<file path="src/rtl/pc_redirect_arbiter.sv">
// PC redirect sequencer: picks mret > irq > branch, holds the winner until the PC unit
// accepts it, then squashes wrong-path branches for FLUSH_CYCLES cycles.
module pc_redirect_arbiter #(
   parameter int XLEN         = 32,
   parameter int FLUSH_CYCLES = 2
) (
   input  logic            clk_i,
   input  logic            reset_i,
   input  logic            enable_design,
   input  logic            br_req_i,
   input  logic [XLEN-1:0] br_target_i,
   input  logic            irq_req_i,
   input  logic [XLEN-1:0] irq_vector_i,
   input  logic            mret_req_i,
   input  logic [XLEN-1:0] mepc_i,
   input  logic            pc_ready_i,
   output logic            redir_valid_o,
   output logic [1:0]      redir_kind_o,
   output logic [XLEN-1:0] redir_target_o,
   output logic            flush_o,
   output logic            busy_o,
   output logic [7:0]      drop_cnt_o
);

   typedef enum logic [1:0] {
      ST_IDLE  = 2'd0,
      ST_HOLD  = 2'd1,
      ST_FLUSH = 2'd2
   } state_t;

   localparam logic [1:0]      KIND_NONE  = 2'd0;
   localparam logic [1:0]      KIND_BR    = 2'd1;
   localparam logic [1:0]      KIND_IRQ   = 2'd2;
   localparam logic [1:0]      KIND_MRET  = 2'd3;
   localparam logic [3:0]      FLUSH_LOAD = 4'(FLUSH_CYCLES);
   localparam logic [XLEN-1:0] ALIGN_MASK = {{(XLEN-2){1'b1}}, 2'b00};

   state_t            state_r, state_nxt_s;
   logic [1:0]        kind_r, kind_nxt_s;
   logic [XLEN-1:0]   target_r, target_nxt_s;
   logic [3:0]        cnt_r, cnt_nxt_s;
   logic [7:0]        drop_r, drop_nxt_s;
   logic              valid_r, flush_r, busy_r;
   logic              valid_nxt_s, flush_nxt_s, busy_nxt_s;
   logic [1:0]        drop_add_s;
   logic [8:0]        drop_sum_s;
   logic [1:0]        n_req_s;
   logic [1:0]        req_kind_s, ctl_kind_s;
   logic [XLEN-1:0]   req_target_s, ctl_target_s;
   logic              any_req_s, ctl_req_s, ctl_drop_s;

   // Priority encoding of the raw requests; ctl_* is the irq/mret-only view used while squashing
   always_comb begin
      n_req_s    = {1'b0, br_req_i} + {1'b0, irq_req_i} + {1'b0, mret_req_i};
      any_req_s  = br_req_i | irq_req_i | mret_req_i;
      ctl_req_s  = irq_req_i | mret_req_i;
      ctl_drop_s = irq_req_i & mret_req_i;
      if (mret_req_i) begin
         ctl_kind_s   = KIND_MRET;
         ctl_target_s = mepc_i & ALIGN_MASK;
      end else if (irq_req_i) begin
         ctl_kind_s   = KIND_IRQ;
         ctl_target_s = irq_vector_i & ALIGN_MASK;
      end else begin
         ctl_kind_s   = KIND_NONE;
         ctl_target_s = {XLEN{1'b0}};
      end
      if (ctl_req_s) begin
         req_kind_s   = ctl_kind_s;
         req_target_s = ctl_target_s;
      end else if (br_req_i) begin
         req_kind_s   = KIND_BR;
         req_target_s = br_target_i & ALIGN_MASK;
      end else begin
         req_kind_s   = KIND_NONE;
         req_target_s = {XLEN{1'b0}};
      end
   end

   // State register and all registered outputs
   always_ff @(posedge clk_i or posedge reset_i) begin
      if (reset_i) begin
         state_r  <= ST_IDLE;
         kind_r   <= KIND_NONE;
         target_r <= {XLEN{1'b0}};
         cnt_r    <= 4'd0;
         drop_r   <= 8'd0;
         valid_r  <= 1'b0;
         flush_r  <= 1'b0;
         busy_r   <= 1'b0;
      end else begin
         state_r  <= state_nxt_s;
         kind_r   <= kind_nxt_s;
         target_r <= target_nxt_s;
         cnt_r    <= cnt_nxt_s;
         drop_r   <= drop_nxt_s;
         valid_r  <= valid_nxt_s;
         flush_r  <= flush_nxt_s;
         busy_r   <= busy_nxt_s;
      end
   end

   // Next-state logic; kind/target are zero whenever no redirect is held
   always_comb begin
      state_nxt_s  = state_r;
      kind_nxt_s   = kind_r;
      target_nxt_s = target_r;
      cnt_nxt_s    = cnt_r;
      drop_add_s   = 2'd0;
      if (enable_design) begin
         case (state_r)
            ST_IDLE: begin
               if (any_req_s) begin
                  state_nxt_s  = ST_HOLD;
                  kind_nxt_s   = req_kind_s;
                  target_nxt_s = req_target_s;
                  drop_add_s   = n_req_s - 2'd1;
               end else begin
                  drop_add_s = 2'd0;
               end
            end
            ST_HOLD: begin
               if (pc_ready_i && ctl_req_s) begin
                  // transfer plus irq/mret in the same cycle: re-enter HOLD immediately
                  kind_nxt_s   = ctl_kind_s;
                  target_nxt_s = ctl_target_s;
                  drop_add_s   = {1'b0, br_req_i} + {1'b0, ctl_drop_s};
               end else if (pc_ready_i) begin
                  state_nxt_s  = (FLUSH_LOAD == 4'd0) ? ST_IDLE : ST_FLUSH;
                  cnt_nxt_s    = FLUSH_LOAD;
                  kind_nxt_s   = KIND_NONE;
                  target_nxt_s = {XLEN{1'b0}};
                  drop_add_s   = {1'b0, br_req_i};
               end else if (req_kind_s > kind_r) begin
                  kind_nxt_s   = req_kind_s;
                  target_nxt_s = req_target_s;
                  drop_add_s   = n_req_s - 2'd1;
               end else begin
                  drop_add_s = n_req_s;
               end
            end
            ST_FLUSH: begin
               if (ctl_req_s) begin
                  state_nxt_s  = ST_HOLD;
                  kind_nxt_s   = ctl_kind_s;
                  target_nxt_s = ctl_target_s;
                  drop_add_s   = {1'b0, br_req_i} + {1'b0, ctl_drop_s};
               end else if (cnt_r <= 4'd1) begin
                  state_nxt_s = ST_IDLE;
                  cnt_nxt_s   = 4'd0;
                  drop_add_s  = {1'b0, br_req_i};
               end else begin
                  cnt_nxt_s  = cnt_r - 4'd1;
                  drop_add_s = {1'b0, br_req_i};
               end
            end
            default: begin
               state_nxt_s  = ST_IDLE;
               kind_nxt_s   = KIND_NONE;
               target_nxt_s = {XLEN{1'b0}};
               cnt_nxt_s    = 4'd0;
            end
         endcase
      end else begin
         drop_add_s = 2'd0;
      end
   end

   // Output decode from the next state, plus saturating drop counter
   always_comb begin
      valid_nxt_s = (state_nxt_s == ST_HOLD);
      flush_nxt_s = (state_nxt_s != ST_IDLE);
      busy_nxt_s  = (state_nxt_s != ST_IDLE);
      drop_sum_s  = {1'b0, drop_r} + {7'd0, drop_add_s};
      if (drop_sum_s[8]) begin
         drop_nxt_s = 8'd255;
      end else begin
         drop_nxt_s = drop_sum_s[7:0];
      end
   end

   assign redir_valid_o  = valid_r;
   assign redir_kind_o   = kind_r;
   assign redir_target_o = target_r;
   assign flush_o        = flush_r;
   assign busy_o         = busy_r;
   assign drop_cnt_o     = drop_r;

endmodule
</file>
<file path="config.mk">
export PLATFORM = sky130hd
export DESIGN_NAME = pc_redirect_arbiter
export DESIGN_NICKNAME = d
export VERILOG_FILES = /design/src/rtl/pc_redirect_arbiter.sv
export SDC_FILE = /design/constraint.sdc
export NUM_CORES = 1
export LEC_CHECK = 0
export BUFFER_PORTS_ARGS = -buffer_cell sky130_fd_sc_hd__buf_2
export CAP_MARGIN = 20
export CORE_AREA = 3 3 84 86
export CTS_CLUSTER_DIAMETER = 30
export CTS_CLUSTER_SIZE = 10
export DETAILED_ROUTE_END_ITERATION = 12
export DIE_AREA = 0 0 87 89
export PLACE_DENSITY = 0.83
export SYNTH_ARGS = -nofsm -noshare
export SYNTH_HDL_FRONTEND = slang
export SYNTH_SLANG_ARGS = --single-unit
</file>
<file path="constraint.sdc">
create_clock -name clk_i -period 9 [get_ports clk_i]
set_input_delay 1.35 -clock clk_i [delete_from_list [all_inputs] [get_ports clk_i]]
set_output_delay 1.35 -clock clk_i [all_outputs]
set_load 0.01 [all_outputs]
</file>
==> metrics.md <==
| Metric | Value |
|---|---|
| FF/Latch Area | `1200 sq um` |
| Slew Viols, Final | `0` |
| Synth area leader | `dfrtp_1` |
| Clock Path Buffers | `2` |
| Cell Area, Placed | `3850 sq um` |
| Static Leakage | `1.98 nW` |
| Commonest non-fill, non-tap cell in the layout | `buf_2` |
| Starting density of the core | `50.6%` |
| Pre-antenna DRT Iters | `4` |
| Core Box Area | `6350 sq um` |
| DP HPWL | `6.08 mm` |
| Period utilization | `53.2%` |
| Yosys Warn Count | `0` |
| Die area | `7740 sq um` |
| Worst-Margin Slew | `0.972 ns` |
| Area Growth Syn to Fin | `24.2%` |
| Max-cap violations | `0` |
| Largest cells by area after synthesis | `dfrtp_1, o31ai_2, a22oi_1` |
| # fillers | `576` |
| Gp weighted congestion | `0.828` |
| Fmax | `0.209 GHz` |
| PD cells | `263 nW/um^2` |
| Nets | `594` |
| Buffers and inverters on the worst path | `3` |
| CP max stage delay | `0.59 ns` |
| Fin. Hold Viols | `0` |
| Synth Flop Type | `dfrtp_1` |
| WL final | `8.12 mm` |
| Relative slew margins | `35.2%` |
| Tmin final | `4.78 ns` |
| Setup TNS | `0 ns` |
| Area occupied by multi-input gates | `1770 sq um` |
| Crit Path Max Fanout | `37` |
| Via count | `3016` |
| Post-CTS Setup Bufs | `0` |
| Hold_ws | `0.483 ns` |
| CP max stage cell | `buf_2` |
| TritonCTS Buffers | `5` |
| Die height | `89 um` |
| Die X | `87 um` |
| Clock root buffer | `clkbuf_8` |
| Post-CTS Hold Buffers | `0` |
| Vias per cell | `5.42` |
| ANT cells | `0` |
| CP Cell Sequence | `buf_2 -> nor2_8 -> inv_2 -> ha_1 -> nor2b_1 -> o21ai_1 -> xnor2_1 -> nand2_1 -> a21oi_1 -> ha_1 -> inv_1 -> fa_1 -> nor2b_1 -> nand2_1 -> or4_1 -> o21ai_0` |
| Critical path's top delay family | `simple AND/OR/NAND/NOR gates` |
| Cell area after synthesis | `3210 sq um` |
| Setup crit end kind | `register` |
| Tot GR Track Use | `20.7%` |
| Largest net degree at the start of global routing | `58` |
| Ports | `148` |
| Detailed Route Iter0 Violations | `138` |
| Worst min-delay path category | `register to register` |
| Post-route ant nets | `0` |
| Vias in the first global route | `2722` |
| Seq/Total Area, Yosys | `37.4%` |
| #FFs+latches synth | `48` |
| CTS tree | `done` |
| Ys async rst share | `100%` |
| Fin Clk Skew | `0.00721 ns` |
| Final Power | `0.00105 W` |
| Clk sinks | `48` |
| DR DRC count | `0` |
| CP required | `9.23 ns` |
| Most frequent cells in the layout | `buf_2, dfrtp_1, nand2_1` |
| Unrepaired setup endpoints after global routing | `false` |
| Worst Path Class, Setup | `primary input to register` |
| CP Data Arrival Time | `5.02 ns` |
| Share of cells above drive strength 1 | `41.1%` |
| Synth Instances | `356` |
| Clock Latency Late Sink | `0.30 ns` |
| Wirelength per Cell | `14.6 um` |
| VDD IR max | `0.154 mV` |
| Placement Rows | `29` |
| Synth unique cells | `47` |
| Resize count post-CTS | `0` |
| Number of flops mapped to enable cells by yosys | `0` |
| Reg clk slew, reported paths | `0.09 ns` |
| IO Port Bufs | `139` |
| Initial antenna violation count | `0` |
| Syn avg cell area | `9.03 sq um` |
| Grt ovf | `0` |
| Design area | `3990 sq um` |
| Synth top area share | `37.4%` |
| Setup Viol. Count Final | `0` |
| Htree depth | `2` |
| First-pass GRT wire length | `12.6 mm` |
| Worst setup SP type | `primary input` |
| Run status | `finished, final reports clean` |
[where the power goes]
| group | leakage [nW] | switching [W] | internal (W) |
|---|---|---|---|
| registers | 0.613 | 0.0000563 | 0.000305 |
| logic | 1.32 | 0.000323 | 0.000230 |
| clock network | 0.0516 | 0.0000750 | 0.0000629 |
| total | 1.98 | 0.000454 | 0.000597 |
[synthesized netlist by cell type, types with 2 or more instances]
master	number
o31ai_1	3
buf_6	8
o21ai_1	4
nor3_1	2
inv_1	16
nor2b_4	2
clkbuf_1	10
buf_4	4
nand2_1	47
ha_1	11
a21oi_1	41
o21ai_0	8
buf_2	8
a21o_1	2
xnor2_1	3
o31ai_2	29
nor2_1	40
a211o_1	2
nor2b_1	6
nand2b_1	6
a22oi_1	30
fa_1	2
dfrtp_1	48
[sequential cells by signal (all words and copies together) (netlist names)]
name / cells
cnt_r: 4
redir_kind_o: 2
state_r: 2
drop_cnt_o: 8
busy_o: 1
redir_valid_o: 1
redir_target_o: 30
[through the flow]
step	cells	setup WS, ns	util [%]
2_1_floorplan	357	4.77	-
4_1_cts	554	4.26	62.1
3_5_place_dp	546	3.95	60.6
3_3_place_gp	546	4.05	60.6
6_report	556	4.22	62.9
5_1_grt	556	3.92	62.9
[kinds of logic after synthesis]
kind of cell,after synthesis,synth area share [%]
xor+xnor,4,1.09
simple gates,112,16.0
compound gates,128,30.7
other cells,1,0.117
buf+inv,47,8.14
mux,3,1.01
fa+ha+maj,13,5.53
flops,48,37.4
[tightest hold or removal path: stages (launching register included)]
cell	delay, ns
dfrtp_1	0.34
nand2_1	0.06
o31ai_2	0.05
[area by class of cell]
type | count | share of cell area, %
inverters | 17 | 1.60
clock buffers | 6 | 2.07
clock inverters | 2 | 0.345
multi-input cells | 262 | 44.3
flip-flops and latches | 48 | 30.1
well taps | 77 | 2.41
repair buffers | 144 | 19.2
[path summary, 6_finish.rpt]
| path | cells past startpoint | startpoint | slack, ns | end |
|---|---|---|---|---|
| worst max register to register | 14 | redir_kind_o[1] | 5.61 | drop_cnt_o[2] |
| max in group asynchronous | 3 | reset_i | 7.48 | state_r[0] |
| min in group asynchronous | 2 | reset_i | 1.02 | drop_cnt_o[3] |
| worst max-delay path | 16 | mret_req_i | 4.22 | drop_cnt_o[2] |
| worst min register to register | 2 | redir_target_o[4] | 0.48 | redir_target_o[4] |
| worst min-delay path | 2 | redir_target_o[4] | 0.48 | redir_target_o[4] |
[layer usage]
metal,up-vias,share of wire [%],global-route usage [%]
li1,1495,-,-
met1,1385,40,25.0
met2,123,48,35.8
met3,13,9.7,5.07
met4,0,2.4,7.79
met5,-,0,0
(Power assumes the default switching activity.)
